### src/rtl/sequencer_job_scheduler.sv
// Job scheduler between the host CSR block and the acquisition sequencer: queues host jobs in a small
// FIFO and launches them one at a time, holding each job's settings for the whole run.
package sequencer_job_scheduler_pkg;
  typedef struct packed {
    logic        with_galvo;
    logic [6:0]  num_slm_images;
    logic [15:0] cycles;
    logic [31:0] num_galvo;
    logic [7:0]  cam_ms;
    logic [7:0]  galvo_ms;
  } job_t;
endpackage

module sequencer_job_scheduler
  import sequencer_job_scheduler_pkg::*;
#(
  parameter int unsigned DEPTH_LOG2    = 2,
  parameter int unsigned START_TIMEOUT = 64
) (
  input  logic                  iCLK,
  input  logic                  iRST,
  input  logic                  iJOB_VALID,
  output logic                  oJOB_READY,
  input  logic                  iJOB_WITH_GALVO,
  input  logic [6:0]            iJOB_NUM_SLM_IMAGES,
  input  logic [15:0]           iJOB_CYCLES,
  input  logic [31:0]           iJOB_NUM_GALVO,
  input  logic [7:0]            iJOB_CAM_MS,
  input  logic [7:0]            iJOB_GALVO_MS,
  input  logic                  iABORT,
  output logic [6:0]            oSEQ_NUM_SLM_IMAGES,
  output logic [15:0]           oSEQ_CYCLES,
  output logic [31:0]           oSEQ_NUM_GALVO,
  output logic [7:0]            oSEQ_CAM_MS,
  output logic [7:0]            oSEQ_GALVO_MS,
  output logic                  oSEQ_TRIG_WITH_GALVO,
  output logic                  oSEQ_TRIG_WITHOUT_GALVO,
  input  logic                  iSEQ_BUSY,
  output logic                  oACTIVE,
  output logic [DEPTH_LOG2:0]   oQUEUE_COUNT,
  output logic [15:0]           oJOBS_DONE,
  output logic                  oERR_BAD_JOB,
  output logic                  oERR_TIMEOUT
);

  localparam int unsigned DEPTH = 2 ** DEPTH_LOG2;
  localparam int unsigned PTR_W = DEPTH_LOG2;
  localparam int unsigned CNT_W = DEPTH_LOG2 + 1;
  localparam int unsigned TMR_W = $clog2(START_TIMEOUT + 1);

  localparam logic [2:0] S_IDLE      = 3'd0;
  localparam logic [2:0] S_LOAD      = 3'd1;
  localparam logic [2:0] S_TRIG      = 3'd2;
  localparam logic [2:0] S_WAIT_BUSY = 3'd3;
  localparam logic [2:0] S_RUN       = 3'd4;
  localparam logic [2:0] S_DONE      = 3'd5;

  logic [2:0]       r_state;
  logic [2:0]       w_state_nxt;
  job_t             r_mem [DEPTH];
  logic [PTR_W-1:0] r_wr_ptr;
  logic [PTR_W-1:0] r_rd_ptr;
  logic [CNT_W-1:0] r_count;
  logic [TMR_W-1:0] r_timer;
  job_t             r_job;
  logic             r_trig_g;
  logic             r_trig_ng;
  logic             r_active;
  logic [15:0]      r_jobs_done;
  logic             r_err_bad;
  logic             r_err_to;

  logic             w_full;
  logic             w_bad;
  logic             w_accept;
  logic             w_push;
  logic             w_pop;
  logic             w_timeout;
  logic             w_done_inc;
  job_t             w_job_in;

  assign w_full     = (r_count == CNT_W'(DEPTH));
  assign oJOB_READY = !w_full && !iABORT;
  assign w_bad      = (iJOB_NUM_SLM_IMAGES == 7'd0) || (iJOB_CYCLES == 16'd0) ||
                      (iJOB_WITH_GALVO && (iJOB_NUM_GALVO == 32'd0));
  assign w_accept   = iJOB_VALID && oJOB_READY;
  assign w_push     = w_accept && !w_bad;

  assign w_job_in = '{with_galvo:     iJOB_WITH_GALVO,
                      num_slm_images: iJOB_NUM_SLM_IMAGES,
                      cycles:         iJOB_CYCLES,
                      num_galvo:      iJOB_NUM_GALVO,
                      cam_ms:         iJOB_CAM_MS,
                      galvo_ms:       iJOB_GALVO_MS};

  // State register
  always_ff @(posedge iCLK or posedge iRST) begin
    if (iRST) begin
      r_state <= S_IDLE;
    end else begin
      r_state <= w_state_nxt;
    end
  end

  // Next-state and control strobes; LOAD re-checks count in case an abort emptied the FIFO
  always_comb begin
    w_state_nxt = r_state;
    w_pop       = 1'b0;
    w_timeout   = 1'b0;
    w_done_inc  = 1'b0;
    case (r_state)
      S_IDLE: begin
        if ((r_count != '0) && !iSEQ_BUSY) w_state_nxt = S_LOAD;
      end
      S_LOAD: begin
        if (r_count != '0) begin
          w_pop       = 1'b1;
          w_state_nxt = S_TRIG;
        end else begin
          w_state_nxt = S_IDLE;
        end
      end
      S_TRIG: begin
        w_state_nxt = S_WAIT_BUSY;
      end
      S_WAIT_BUSY: begin
        if (iSEQ_BUSY) begin
          w_state_nxt = S_RUN;
        end else if (r_timer == TMR_W'(START_TIMEOUT - 1)) begin
          w_timeout   = 1'b1;
          w_state_nxt = S_IDLE;
        end
      end
      S_RUN: begin
        if (!iSEQ_BUSY) w_state_nxt = S_DONE;
      end
      S_DONE: begin
        w_done_inc  = 1'b1;
        w_state_nxt = S_IDLE;
      end
      default: begin
        w_state_nxt = S_IDLE;
      end
    endcase
  end

  // FIFO storage has no reset; only entries below the count are ever read
  always_ff @(posedge iCLK) begin
    if (w_push) r_mem[r_wr_ptr] <= w_job_in;
  end

  // FIFO pointers, launch settings, trigger pulses, counters and sticky errors
  always_ff @(posedge iCLK or posedge iRST) begin
    if (iRST) begin
      r_wr_ptr    <= '0;
      r_rd_ptr    <= '0;
      r_count     <= '0;
      r_timer     <= '0;
      r_job       <= '0;
      r_trig_g    <= 1'b0;
      r_trig_ng   <= 1'b0;
      r_active    <= 1'b0;
      r_jobs_done <= '0;
      r_err_bad   <= 1'b0;
      r_err_to    <= 1'b0;
    end else begin
      if (iABORT) begin
        r_wr_ptr <= '0;
        r_rd_ptr <= '0;
        r_count  <= '0;
      end else begin
        if (w_push) r_wr_ptr <= r_wr_ptr + PTR_W'(1);
        if (w_pop)  r_rd_ptr <= r_rd_ptr + PTR_W'(1);
        if (w_push && !w_pop)      r_count <= r_count + CNT_W'(1);
        else if (!w_push && w_pop) r_count <= r_count - CNT_W'(1);
      end

      if (w_pop) r_job <= r_mem[r_rd_ptr];

      if (r_state == S_TRIG)           r_timer <= '0;
      else if (r_state == S_WAIT_BUSY) r_timer <= r_timer + TMR_W'(1);

      r_trig_g  <= (r_state == S_TRIG) && r_job.with_galvo;
      r_trig_ng <= (r_state == S_TRIG) && !r_job.with_galvo;
      r_active  <= (w_state_nxt != S_IDLE);

      if (w_done_inc)         r_jobs_done <= r_jobs_done + 16'd1;
      if (w_accept && w_bad)  r_err_bad   <= 1'b1;
      if (w_timeout)          r_err_to    <= 1'b1;
    end
  end

  assign oSEQ_NUM_SLM_IMAGES     = r_job.num_slm_images;
  assign oSEQ_CYCLES             = r_job.cycles;
  assign oSEQ_NUM_GALVO          = r_job.num_galvo;
  assign oSEQ_CAM_MS             = r_job.cam_ms;
  assign oSEQ_GALVO_MS           = r_job.galvo_ms;
  assign oSEQ_TRIG_WITH_GALVO    = r_trig_g;
  assign oSEQ_TRIG_WITHOUT_GALVO = r_trig_ng;
  assign oACTIVE                 = r_active;
  assign oQUEUE_COUNT            = r_count;
  assign oJOBS_DONE              = r_jobs_done;
  assign oERR_BAD_JOB            = r_err_bad;
  assign oERR_TIMEOUT            = r_err_to;

endmodule

### config.mk
export PLATFORM = sky130hd
export DESIGN_NAME = sequencer_job_scheduler
export DESIGN_NICKNAME = d
export VERILOG_FILES = /design/src/rtl/sequencer_job_scheduler.sv
export SDC_FILE = /design/constraint.sdc
export NUM_CORES = 1
export LEC_CHECK = 0
export ABC_AREA = 1
export CAP_MARGIN = 20
export CORE_ASPECT_RATIO = 0.9
export CORE_MARGIN = 3
export CORE_UTILIZATION = 51
export DETAILED_ROUTE_END_ITERATION = 10
export GPL_TIMING_DRIVEN = 1
export HOLD_SLACK_MARGIN = 0.02
export PLACE_DENSITY_LB_ADDON = 0.12
export SYNTH_ARGS = -nofsm -noshare
export SYNTH_HDL_FRONTEND = slang
export SYNTH_SLANG_ARGS = --single-unit
export TNS_END_PERCENT = 20
### constraint.sdc
create_clock -name iCLK -period 4.75 [get_ports iCLK]
set_clock_uncertainty 0.05 [all_clocks]
set_input_delay 0.95 -clock iCLK [delete_from_list [all_inputs] [get_ports iCLK]]
set_output_delay 0.95 -clock iCLK [all_outputs]
set_load 0.05 [all_outputs]
# After elaboration in Yosys (flattened, before gate mapping)
# Memory sizes are Yosys's and may differ from the RTL's. A register that Yosys moved wholly into a read port is not among the register bits.
# Cells that the tools add are included.
# W data, S select, Z words.
# classes
add_sub_neg	6
n_eq_ne	7
muxes	23
reduce_logical	29
# op_table
cell	n
$logic_not A32 Y1	1
$mux W3	7
$add A16 B1 Y16 const B	1
$logic_not A16 Y1	1
$pmux W3 S5	1
$mux W7	2
$logic_and A1 B1 Y1	10
$mux W2	5
$eq A3 B3 Y1 const B	3
$reduce_bool A3 Y1	3
$mux W1	8
$add A7 B1 Y7 const B	1
$eq A7 B6 Y1 const B	1
$logic_not A1 Y1	7
$logic_not A7 Y1	1
$eq A3 B2 Y1 const B	2
$reduce_bool A2 Y1	3
$add A2 B1 Y2 const B	2
$add A3 B1 Y3 const B	1
$eq A3 B1 Y1 const B	1
$logic_not A3 Y1	1
$sub A3 B1 Y3 const B	1
$logic_or A1 B1 Y1	2
# word_totals
ff_bits	38
mem_bits_rw	288
output_inout_bits	96
n_memories	1
# mem_list
name	depth	word_bits	rd	rd_ports_with_merged_regs	wr	line	rtl
r_mem	4	72	1	1	1	60	job_t r_mem [DEPTH];

# Logic depth before layout (Yosys ltp)
# Gate-level depths: netlist (run 1).
# depth
depth_word	10
mapped_depth	15
depth_no_buf	15

# Least setup slack after synthesis (run 1)
# Ideal clock, no wire load.
# synth_path
kind	input port to flip-flop
start	in iABORT
end	mem r_mem[0][0] in the netlist's numbering (enable)
setup_ps	503
t_arrival_ps	5204
t_required_ps	4197
slack_ps	-1007
stages	4
n_path_buf	0
cell_sequence	a21oi_1 and2_1 nand3_2 nor2_1
# synth_via
elab_chain_cells	6
# synth_lines
element	line	rtl
start, declared	30	input logic iABORT,
$logic_not A1 Y1	83	assign oJOB_READY = !w_full && !iABORT;
$logic_and A1 B1 Y1	83	
$logic_and A1 B1 Y1	86	assign w_accept = iJOB_VALID && oJOB_READY;
$logic_and A1 B1 Y1	87	assign w_push = w_accept && !w_bad;
$mux W1	149	if (w_push) r_mem[r_wr_ptr] <= w_job_in;
$mux W1 (implied by the code)	149	
end, declared	60	
# No other way between the ends.

# Worst setup path in the final report (run 1)
# layout_path
start	in iABORT
end	out oJOB_READY
# layout_via
elab_chain_cells	2
# layout_lines
element	line	rtl
$logic_not A1 Y1	83	
$logic_and A1 B1 Y1	83	
end, declared	23	output logic oJOB_READY,
# No other way between the ends.

==> metrics.md, run 1 <==
| Metric | Value |
|---|---|
| Hold Vio Cnt, Final | 0 |
| Hold Crit Class | reg2reg |
| Commonest cells post-synth | edfxtp_1 (288), nand2_1 (259), nor2_1 (200) |
| Setup_tns | 0 ns |
| Synthesized area | 0.0159 mm² |
| I/O Buffers | 172 |
| Crit path capture type | output pin |
| Async set-reset flop share out of synthesis | 27.6% |
| Vias/cell | 5.36 |
| Final Net Count | 1514 |
| PD cells | 578 mW/mm² |
| Largest family of logic cells by synthesized area | simple AND/OR/NAND/NOR gates |
| Worst rel slew slack | 35.2% |
| Top_reg_cell synth | edfxtp_1 |
| Crit start category | primary input |
| Most common cell in the netlist | edfxtp_1 |
| Ant diodes | 0 |
| Max_cap viols | 0 |
| Initial drt markers | 714 |
| Routed wl met3 | 1830 µm |
| Layout cells sized above 1 | 6.85% |
| Area contributors post-synth | edfxtp_1 (55%), dfrtp_1 (17%), nand2_1 (6.1%) |
| Minimum clock period | 3.66 ns |
| Seq/Total Area, Yosys | 71.9% |
| Adder-cell area share of the yosys netlist | 0.600% |
| Tot GR Track Use | 21.0% |
| Area Growth Syn to Fin | 19.1% |
| Post-CTS resize count | 0 |
| Clk buf depth | 3 |
| Peak VDD IR | 435 µV |
| Post-route DRC | 0 |
| Clk Latency, worst-skew pair | 0.52 ns |
| Crit Path Max Fanout | 4 |
| Die Span Y | 173 µm |
| Initial antenna violation count | 1 |
| Routed len/inst | 18.7 µm |
| FF-to-FF path depth | 12 |
| Post-synthesis xor/xnor area fraction | 0.939% |
| Post-CTS setup buffers | 0 |
| Synth top area share | 54.5% |
| WL met2 | 16500 µm |
| Avg Inst Size Synth | 11.9 µm² |
| Worst path required time | 3.75 ns |
| CP arrival | 2.66 ns |
| 1st-pass router iterations | 5 |
| Min-Delay Path Depth | 1 |
| Post-synth EDFFs | 288 |
| CP top delay family | buffers and inverters |
| Synth Area in Compound Gates | 8.07% |
| Most used cell, CP | clkdlybuf4s50_1 |
| Synth cell types | 34 |
| WP buf/inv | 2 |
| Final period util | 77.1% |
| Combinational fraction of design power | 29.3% |
| P_sw | 3770 µW |
| CP Depth | 3 |
| Warnings from Yosys | 0 |
| Max Freq | 273 MHz |
| H-tree depth | 2 |
| Outcome | finished, final reports clean |
| Sw Share | 34.6% |
| # fillers | 2399 |
| Antenna Nets Post-Route | 0 |
| LEAKAGE | 0.00724 µW |
| Core area | 0.0303 mm² |
| RSZ-0062 raised after global routing | false |
| Placed cells | 1789 |
| I/O Pins | 173 |
| CTS Root Cell | clkbuf_16 |
| M1 wire length | 15600 µm |
| Clock sinks | 398 |
| Clock transition at path regs | 0.06 ns |
| Slew @ Worst Pin | 0.972 ns |
| Kind of critical path | in2out |
| Non-filler cells, final | 1863 |
| Total Routed Length | 34800 µm |
| Starting Density | 52.4% |
| Via count | 9979 |
| Syn_nets | 1414 |
| CTS tree | built |
| Multi-input gate area | 0.00356 mm² |
| Register area | 0.0114 mm² |
| Syn Inst Count | 1330 |
| Cell Rows | 60 |
| Setup violations, final | 0 |
| CTS Buf Count | 41 |
| Largest net degree at the start of global routing | 109 |
| DP Wirelength | 19400 µm |
| Number of synthesized register bits | 398 |
| Die W | 192 µm |
| Simple-Gate Fraction of Synth Area | 12.6% |
| Crit path cell chain | clkdlybuf4s50_1, a21oi_1, clkdlybuf4s50_1 |
| CP max-delay cell | clkdlybuf4s50_1 |
| Mux contribution to synthesized area | 0% |
| Crit-path max cell delay | 0.88 ns |
| Yosys top cell by area | edfxtp_1 |
| Vias in the first global route | 9972 |
| GR Overflow Total | 0 |
| First-pass GRT wire length | 55100 µm |
| Clock share of power | 29.2% |
| Sequential fraction of design power | 41.5% |
| DR top layer | met5 |
| Die area | 0.0333 mm² |
| Hold_buf cts | 0 |
| Int Pwr | 7140 µW |
| Fin. max-slew vios | 0 |
| GPL Wtd Cong | 0.767 |
cell type report:
cell class | instances | share of cell area, %
clock inverters | 19 | 1.17
clock buffers | 54 | 5.90
flip-flops and latches | 398 | 60.4
repair buffers | 191 | 10.2
multi-input cells | 759 | 18.8
inverters | 39 | 0.808
well taps | 403 | 2.67
final timing paths:
| check | slack (ns) | from | to |
|---|---|---|---|
| worst max register to register | 1.85 | oQUEUE_COUNT[1] | oQUEUE_COUNT[2] |
| worst min register to register | 0.39 | r_job[71] | oSEQ_TRIG_WITHOUT_GALVO |
| worst max-delay path | 1.09 | iABORT | oJOB_READY |
| max in group asynchronous | 2.91 | iRST | oSEQ_NUM_GALVO[30] |
| worst min-delay path | 0.39 | r_job[71] | oSEQ_TRIG_WITHOUT_GALVO |
| min in group asynchronous | 0.96 | iRST | oJOBS_DONE[15] |
state kept, by name, indices dropped and copies added, names as in the netlist:
name	flops
r_state	3
oERR_TIMEOUT	1
oQUEUE_COUNT	3
oSEQ_NUM_GALVO	32
oSEQ_CYCLES	16
r_timer	7
oERR_BAD_JOB	1
oJOBS_DONE	16
r_rd_ptr	2
oSEQ_TRIG_WITHOUT_GALVO	1
r_mem	288
oSEQ_TRIG_WITH_GALVO	1
r_job	1
oSEQ_GALVO_MS	8
oSEQ_CAM_MS	8
oSEQ_NUM_SLM_IMAGES	7
r_wr_ptr	2
oACTIVE	1
per-layer routing:
| metal | track usage (%) | up-vias |
|---|---|---|
| met3 | 3.23 | 60 |
| met5 | 0 | - |
| met2 | 34.1 | 252 |
| met1 | 29.9 | 4938 |
| met4 | 5.72 | 2 |
| li1 | - | 4727 |
cell usage in the layout, fill, tap and decap left out, types with 2 or more instances in the layout:
cell             count
buf_12               4
clkbuf_8             4
clkbuf_1             9
nor3_1               4
clkinv_2             9
clkinv_1             6
nand3b_1             3
nand3_2              4
inv_4                2
o22ai_1             72
xnor2_1              5
dfrtp_1            108
nand2_1            259
bufinv_16            5
a21oi_1              9
buf_4               14
inv_1               34
nand3_1             10
nor2_1             196
clkbuf_16           41
clkdlybuf4s50_1    172
xor2_1              12
o21ai_0            152
nand4_1              9
edfxtp_1           288
ha_1                 6
nor2_4               6
through the flow:
step / hold WS, ns / utilization, % / setup slack, ns / power [µW] / cell area [µm²]
after floorplan: 0.353 / - / -1.01 / 7060 / 15900
after global placement: 0.391 / 57.9 / 1.01 / 7760 / 17500
after detailed placement: 0.392 / 57.9 / 0.957 / 7800 / 17500
after CTS: 0.402 / 62.4 / 1.09 / 11000 / 18900
after global routing: 0.421 / 62.4 / 1.09 / 11400 / 18900
final: 0.391 / 62.4 / 1.09 / 10900 / 18900
logic make-up (layout without fill, tap and decap cells):
family | count (synthesis) | after routing
AOI/OAI and AO/OA | 236 | 236
buffers and inverters | 173 | 303
and+or+nand+nor | 499 | 499
adders and majority gates | 7 | 7
DFF | 398 | 398
xor gates and xnor gates | 17 | 17
power by group through the flow:
stage / logic, µW / registers [µW] / clock network, µW
global placement: 3170 / 4590 / 0
global route: 3450 / 4590 / 3390
detailed placement: 3200 / 4600 / 0
floorplan: 2460 / 4600 / 0
finish: 3200 / 4530 / 3190
CTS: 3220 / 4530 / 3240
Note: power is estimated with default switching activity, not from simulation.
==> inputs of run 2 (changes only) <==
==> constraint.sdc (replaced) <==
create_clock -name iCLK -period 2.9 [get_ports iCLK]
set_clock_uncertainty 0.05 [all_clocks]
set_input_delay 0.58 -clock iCLK [delete_from_list [all_inputs] [get_ports iCLK]]
set_output_delay 0.58 -clock iCLK [all_outputs]
set_load 0.05 [all_outputs]
==> run 2 against run 1 <==
  * Flip-flop and latch count unchanged
  * Non-clock buffer count up 52
  * Clock power up 63%
  * Register-to-register slack worse by 1.4 ns
  * Critical path depth up 12
  * Sequential power up 62%
  * Sequential share of layout area down 1.6 points
  * Via count up 1.5%
  * Power up 65%
  * Critical path type is now in2reg
==> metrics.md, run 2 (synthesized netlist as in run 1, its figures left out) <==
| Metric | Value |
|---|---|
| Outcome | finished, final reports clean (unchanged) |
| Hold Crit Class | reg2reg (unchanged) |
| Critical Path End | oQUEUE_COUNT[2] (was oJOB_READY) |
| Cell Rows | 60 (unchanged) |
| Post-CTS setup buffers | 0 (unchanged) |
| First-pass GRT wire length | 55000 µm (was 55100 µm) |
| Final core occ | 64.2% (was 62.4%) |
| Largest Register | r_mem (unchanged) |
| 1st-pass router iterations | 5 (unchanged) |
| Multi-input gate area | 0.00359 mm² (was 0.00356 mm²) |
| Max FFs per register | 288 (unchanged) |
| Hold Vio Cnt, Final | 0 (unchanged) |
| GPL Wtd Cong | 0.751 (was 0.767) |
| I/O Pins | 173 (unchanged) |
| Final worst slack | 0.338 ns (was 1.09 ns) |
| Most common cell after layout, fill and taps aside | edfxtp_1 (unchanged) |
| Commonest cells after routing, fill and taps aside | edfxtp_1 (288), nand2_1 (259), nor2_1 (195) (was edfxtp_1 (288), nand2_1 (259), nor2_1 (196)) |
| Via count | 10127 (was 9979) |
| Placed cells | 1842 (was 1789) |
| M1 wire length | 15300 µm (was 15600 µm) |
| LEAKAGE | 0.00752 µW (was 0.00724 µW) |
| Final period util | 88.3% |
| WL met2 | 16200 µm (was 16500 µm) |
| DP Worst Slack | -0.181 ns (was 0.957 ns) |
| Routed wl met3 | 2130 µm (was 1830 µm) |
| Worst path required time | 3.25 ns (was 3.75 ns) |
| Die area | 0.0333 mm² (unchanged) |
| Tot GR Track Use | 20.8% (was 21.0%) |
| Starting Density | 52.4% (unchanged) |
| Antenna Nets Post-Route | 0 (unchanged) |
| H-tree depth | 2 (unchanged) |
| Ant diodes | 0 (unchanged) |
| Hold_buf cts | 0 (unchanged) |
| Routed len/inst | 17.9 µm (was 18.7 µm) |
| Clk buf depth | 3 (unchanged) |
| Initial antenna violation count | 2 (was 1) |
| Worst setup startpoint | iJOB_NUM_GALVO[0] (was iABORT) |
| Post-CTS resize count | 0 (unchanged) |
| Register area | 0.0114 mm² (about the same) |
| Vias in the first global route | 10306 (was 9972) |
| RSZ-0062 raised after global routing | false (unchanged) |
| Crit path capture type | flip-flop (was output pin) |
| Final Net Count | 1565 (was 1514) |
| Fin. max-slew vios | 0 (unchanged) |
| Critical register-to-register path endpoint | oQUEUE_COUNT[2] (unchanged) |
| # fillers | 2340 (was 2399) |
| Max_cap viols | 0 (unchanged) |
| Critical R2R Launch | oQUEUE_COUNT[1] (unchanged) |
| Minimum clock period | 2.56 ns |
| Vias/cell | 5.29 (was 5.36) |
| FF-to-FF path depth | 12 (unchanged) |
| I/O Buffers | 172 (unchanged) |
| Crit Path Max Fanout | 5 (was 4) |
| Core area | 0.0303 mm² (unchanged) |
| Worst rel slew slack | 42.4% (was 35.2%) |
| PD cells | 925 mW/mm² (was 578 mW/mm²) |
| Layout cells sized above 1 | 10.4% (was 6.85%) |
| Setup violations, final | 0 (unchanged) |
| Die Span Y | 173 µm (unchanged) |
| GR Overflow Total | 0 (unchanged) |
| CP arrival | 2.91 ns (was 2.66 ns) |
| Non-filler cells, final | 1914 (was 1863) |
| Crit start category | primary input (unchanged) |
| Area Growth Syn to Fin | 22.4% (was 19.1%) |
| DR top layer | met5 (unchanged) |
| Flop2flop setup slack | 0.50 ns (was 1.85 ns) |
| DP Wirelength | 20100 µm (was 19400 µm) |
| CTS tree | built (unchanged) |
| Total Routed Length | 34300 µm (was 34800 µm) |
| Clock transition at path regs | 0.06 ns (about the same) |
| Slew @ Worst Pin | 0.865 ns (was 0.972 ns) |
| Initial drt markers | 739 (was 714) |
| Largest net degree at the start of global routing | 111 (was 109) |
| Kind of critical path | in2reg (was in2out) |
| Post-route DRC | 0 (unchanged) |
| Peak VDD IR | 661 µV (was 435 µV) |
| CTS Buf Count | 40 (was 41) |
| Clk Latency, worst-skew pair | 0.51 ns (was 0.52 ns) |
| CTS Root Cell | clkbuf_16 (unchanged) |
| Die W | 192 µm (unchanged) |
| Clock sinks | 398 (unchanged) |
| Max Freq | 390 MHz |
run 2: changes by cell type in the layout (fill, tap and decap cells not counted), sizes merged:
cell / change
clkbuf: +9
clkdlybuf4s50: -1
clkinvlp: +1
buf: +53
clkinv: -8
bufinv: -1
inv: -2
run 2: critical path, cell delays in order:
cell and delay, ns:
clkdlybuf4s50_1 0.47, or2_2 0.30, nor2_1 0.12, nand2_1 0.06, nor2_1 0.20, nand2_1 0.17
nand3_4 0.09, nor2_1 0.06, fa_1 0.38, xnor2_1 0.20, inv_1 0.06, nand2_1 0.07
nand2_1 0.05, nand2_1 0.05, nand2_1 0.04
run 2: worst min path at each step:
stage	start	to	slack [ns]	cells after the start
6_report	r_job[71]	oSEQ_TRIG_WITHOUT_GALVO	0.38	1
5_1_grt	r_job[71]	oSEQ_TRIG_WITHOUT_GALVO	0.42	1
4_1_cts	r_job[71]	oSEQ_TRIG_WITHOUT_GALVO	0.38	1
3_5_place_dp	r_job[71]	oSEQ_TRIG_WITHOUT_GALVO	0.37	1
3_3_place_gp	r_job[71]	oSEQ_TRIG_WITHOUT_GALVO	0.36	1
2_1_floorplan	r_job[71]	oSEQ_TRIG_WITHOUT_GALVO	0.35	1
run 2: cell type report:
type	count	area share (%)
clock inverters	9	0.735
flip-flops and latches	398	58.8
clock buffers	63	6.17
inverters	39	0.793
multi-input cells	759	18.5
repair buffers	243	12.4
well taps	403	2.60
run 2: routing by layer:
layer	track usage, %	vias up
li1	-	4840
met4	5.47	4
met5	0	-
met2	33.6	299
met1	29.5	4926
met3	3.58	58
run 2: metrics by stage:
stage | cell area [µm²] | setup TNS [ns] | hold slack, ns | power, µW
floorplan | 15900 | -11.24 | 0.353 | 11600
global placement | 18100 | -12.43 | 0.364 | 12900
detailed placement | 18100 | -11.38 | 0.373 | 12900
CTS | 19400 | 0 | 0.382 | 18100
global route | 19400 | 0 | 0.420 | 18900
finish | 19400 | 0 | 0.381 | 18000
run 2: power breakdown:
group          internal (µW)  switching, µW
Combinational           1720           3690
Sequential              6940            417
Clock                   3180           2010
==> inputs of run 3 (changes only) <==
--- a/config.mk
+++ b/config.mk
@@ -13,7 +13,9 @@
 export DETAILED_ROUTE_END_ITERATION = 10
 export GPL_TIMING_DRIVEN = 1
 export HOLD_SLACK_MARGIN = 0.02
+export MAX_ROUTING_LAYER = met4
 export PLACE_DENSITY_LB_ADDON = 0.12
+export RECOVER_POWER = 50
 export SYNTH_ARGS = -nofsm -noshare
 export SYNTH_HDL_FRONTEND = slang
 export SYNTH_SLANG_ARGS = --single-unit
==> run 3 against run 2 <==
  * The run now ends with max-capacitance violations, max-slew violations left
  * Largest power group unchanged
  * Critical endpoint unchanged
  * Highest routed layer is now met4
  * Via count down 0.11%
  * Flip-flop and latch count unchanged
  * Register-to-register slack worse by 0.22 ns
  * Non-clock buffer count did not move
==> metrics.md, run 3 (synthesized netlist as in run 1, its figures left out) <==
| Metric | Value |
|---|---|
| I/O Pins | 173 (unchanged) |
| Hold Vio Cnt, Final | 0 (unchanged) |
| Vias/cell | 5.28 (was 5.29) |
| Crit path capture type | flip-flop (unchanged) |
| Die area | 0.0333 mm² (unchanged) |
| Post-route DRC | 0 (unchanged) |
| Post-CTS resize count | 0 (unchanged) |
| Max_cap viols | 2 (was 0) |
| Placed cells | 1842 (unchanged) |
| Failing checks | max-capacitance violations, max-slew violations |
| Crit path cell chain | dlygate4sd3_1, or2_2, nor2_1, nand2_1, nor2_1, nand2_1, nand3_4, nor2_1, fa_1, xnor2_1, inv_1, nand2_1, nand2_1, nand2_1, nand2_1 (was clkdlybuf4s50_1, or2_2, nor2_1, nand2_1, nor2_1, nand2_1, nand3_4, nor2_1, fa_1, xnor2_1, inv_1, nand2_1, nand2_1, nand2_1, nand2_1) |
| Post-DP Area | 0.0181 mm² (unchanged) |
| DP Worst Slack | -0.181 ns (unchanged) |
| Starting Density | 52.4% (unchanged) |
| Clock sinks | 398 (unchanged) |
| Post-route cell area | 0.0192 mm² (was 0.0194 mm²) |
| I/O Buffers | 172 (unchanged) |
| Area Growth Syn to Fin | 21.0% (was 22.4%) |
| Cell Rows | 60 (unchanged) |
| Clk Latency, worst-skew pair | 0.51 ns (about the same) |
| Crit-path max cell delay | 0.54 ns (was 0.47 ns) |
| CTS Root Cell | clkbuf_16 (unchanged) |
| CP arrival | 2.99 ns (was 2.91 ns) |
| CP max-delay cell | dlygate4sd3_1 (was clkdlybuf4s50_1) |
| Final period util | 91.0% (was 88.3%) |
| CTS tree | built (unchanged) |
| Kind of critical path | in2reg (unchanged) |
| Peak VDD IR | 661 µV (about the same) |
| CTS Buf Count | 40 (unchanged) |
| Routed len/inst | 17.8 µm (was 17.9 µm) |
| Die W | 192 µm (unchanged) |
| PD cells | 933 mW/mm² (was 925 mW/mm²) |
| LEAKAGE | 0.00737 µW (was 0.00752 µW) |
| Met2 Use GR | 33.5% (was 33.6%) |
| Via count | 10116 (was 10127) |
| Final worst slack | 0.261 ns (was 0.338 ns) |
| Max Freq | 379 MHz (was 390 MHz) |
| Tot GR Track Use | 21.4% (was 20.8%) |
| Minimum clock period | 2.64 ns (was 2.56 ns) |
| Initial antenna violation count | 2 (unchanged) |
| Clock transition at path regs | 0.06 ns (about the same) |
| Met1 Usage GRT | 29.6% (was 29.5%) |
| H-tree depth | 2 (unchanged) |
| Largest net degree at the start of global routing | 111 (unchanged) |
| First-pass GRT wire length | 55000 µm (about the same) |
| Worst rel slew slack | -11.3% (was 42.4%) |
| Slew @ Worst Pin | 1.67 ns (was 0.865 ns) |
| Vias in the first global route | 10309 (was 10306) |
| RSZ-0062 raised after global routing | false (unchanged) |
| 1st-pass router iterations | 5 (unchanged) |
| Commonest cells after routing, fill and taps aside | edfxtp_1 (288), nand2_1 (259), nor2_1 (198) (was edfxtp_1 (288), nand2_1 (259), nor2_1 (195)) |
| # fillers | 2399 (was 2340) |
| Hold Slack | 0.381 ns (about the same) |
| Most common cell after layout, fill and taps aside | edfxtp_1 (unchanged) |
| Hold_buf cts | 0 (unchanged) |
| Fin. max-slew vios | 195 (was 0) |
| Max FFs per register | 288 (unchanged) |
| Non-filler cells, final | 1916 (was 1914) |
| Worst path required time | 3.25 ns (about the same) |
| Hold Crit Class | reg2reg (unchanged) |
| Clk buf depth | 3 (unchanged) |
| Met3 Use GR | 3.44% (was 3.58%) |
| Antenna Nets Post-Route | 0 (unchanged) |
| Busiest grt layer | met2 (unchanged) |
| GR Overflow Total | 0 (unchanged) |
| Largest Register | r_mem (unchanged) |
| Crit start category | primary input (unchanged) |
| Outcome | complete, but fails checks (was finished, final reports clean) |
| Total Routed Length | 34200 µm (was 34300 µm) |
| Die Span Y | 173 µm (unchanged) |
| Crit Path Max Fanout | 2 (was 5) |
| Core area | 0.0303 mm² (unchanged) |
| Most used cell, CP | nand2_1 (unchanged) |
| Initial drt markers | 734 (was 739) |
| Post-CTS setup buffers | 0 (unchanged) |
| Setup violations, final | 0 (unchanged) |
| DP Wirelength | 20100 µm (unchanged) |
| Layout cells sized above 1 | 7.02% (was 10.4%) |
| Final Net Count | 1565 (unchanged) |
| GPL Wtd Cong | 0.761 (was 0.751) |
run 3: cell types whose count changed in the layout (fill, tap and decap cells not counted), sizes merged:
cell	previous run	this run
diode	0	2
buf	72	25
clkdlybuf4s50	171	99
dlygate4sd3	0	72
clkbuf	63	110
run 3: path summary, 6_finish.rpt:
check / startpoint / endpoint / slack, ns / cells past startpoint
min in group asynchronous: iRST / oSEQ_NUM_SLM_IMAGES[6] / 1.12 / 3
setup reg to reg: oQUEUE_COUNT[1] / oACTIVE / 0.28 / 7
hold / removal: r_job[71] / oSEQ_TRIG_WITHOUT_GALVO / 0.38 / 1
max in group asynchronous: iRST / r_rd_ptr[0] / 0.51 / 3
hold reg to reg: r_job[71] / oSEQ_TRIG_WITHOUT_GALVO / 0.38 / 1
setup / recovery: iJOB_NUM_GALVO[1] / oQUEUE_COUNT[2] / 0.26 / 15
run 3: metrics by stage:
stage          util [%]  power (µW)  TNS (ns)
2_1_floorplan         -       11600    -11.24
3_3_place_gp       59.7       12900    -12.43
3_5_place_dp       59.7       12900    -11.38
4_1_cts            64.2       18100         0
5_1_grt            63.4       18800         0
6_report           63.4       17900         0
run 3: critical path: cells and delay by family:
| family | cells | cell delay [ns] |
|---|---|---|
| adders and majority gates | 1 | 0.39 |
| xor gates and xnor gates | 1 | 0.20 |
| and+or+nand+nor | 11 | 1.21 |
| buffers and inverters | 2 | 0.60 |
run 3: area by class of cell:
type | instances | area (µm²) | area share [%]
Clock inverter | 9 | 143 | 0.743
Inverter | 39 | 154 | 0.802
Antenna cell | 2 | 5.00 | 0.0261
Sequential cell | 398 | 11400 | 59.5
Clock buffer | 63 | 1200 | 6.25
Tap cell | 403 | 504 | 2.63
Timing Repair Buffer | 243 | 2240 | 11.7
Multi-Input combinational cell | 759 | 3540 | 18.4
run 3: where the power goes:
group	total [µW]	internal, µW	switching [µW]
Combinational	5350	1660	3680
Clock	5190	3180	2010
Sequential	7350	6940	410
Total	17900	11800	6100
run 3: routing by layer:
metal,up-vias,wire length [µm]
li1,4840,-
met1,4957,15500
met2,263,16000
met3,56,1930
met4,0,679
met5,-,0
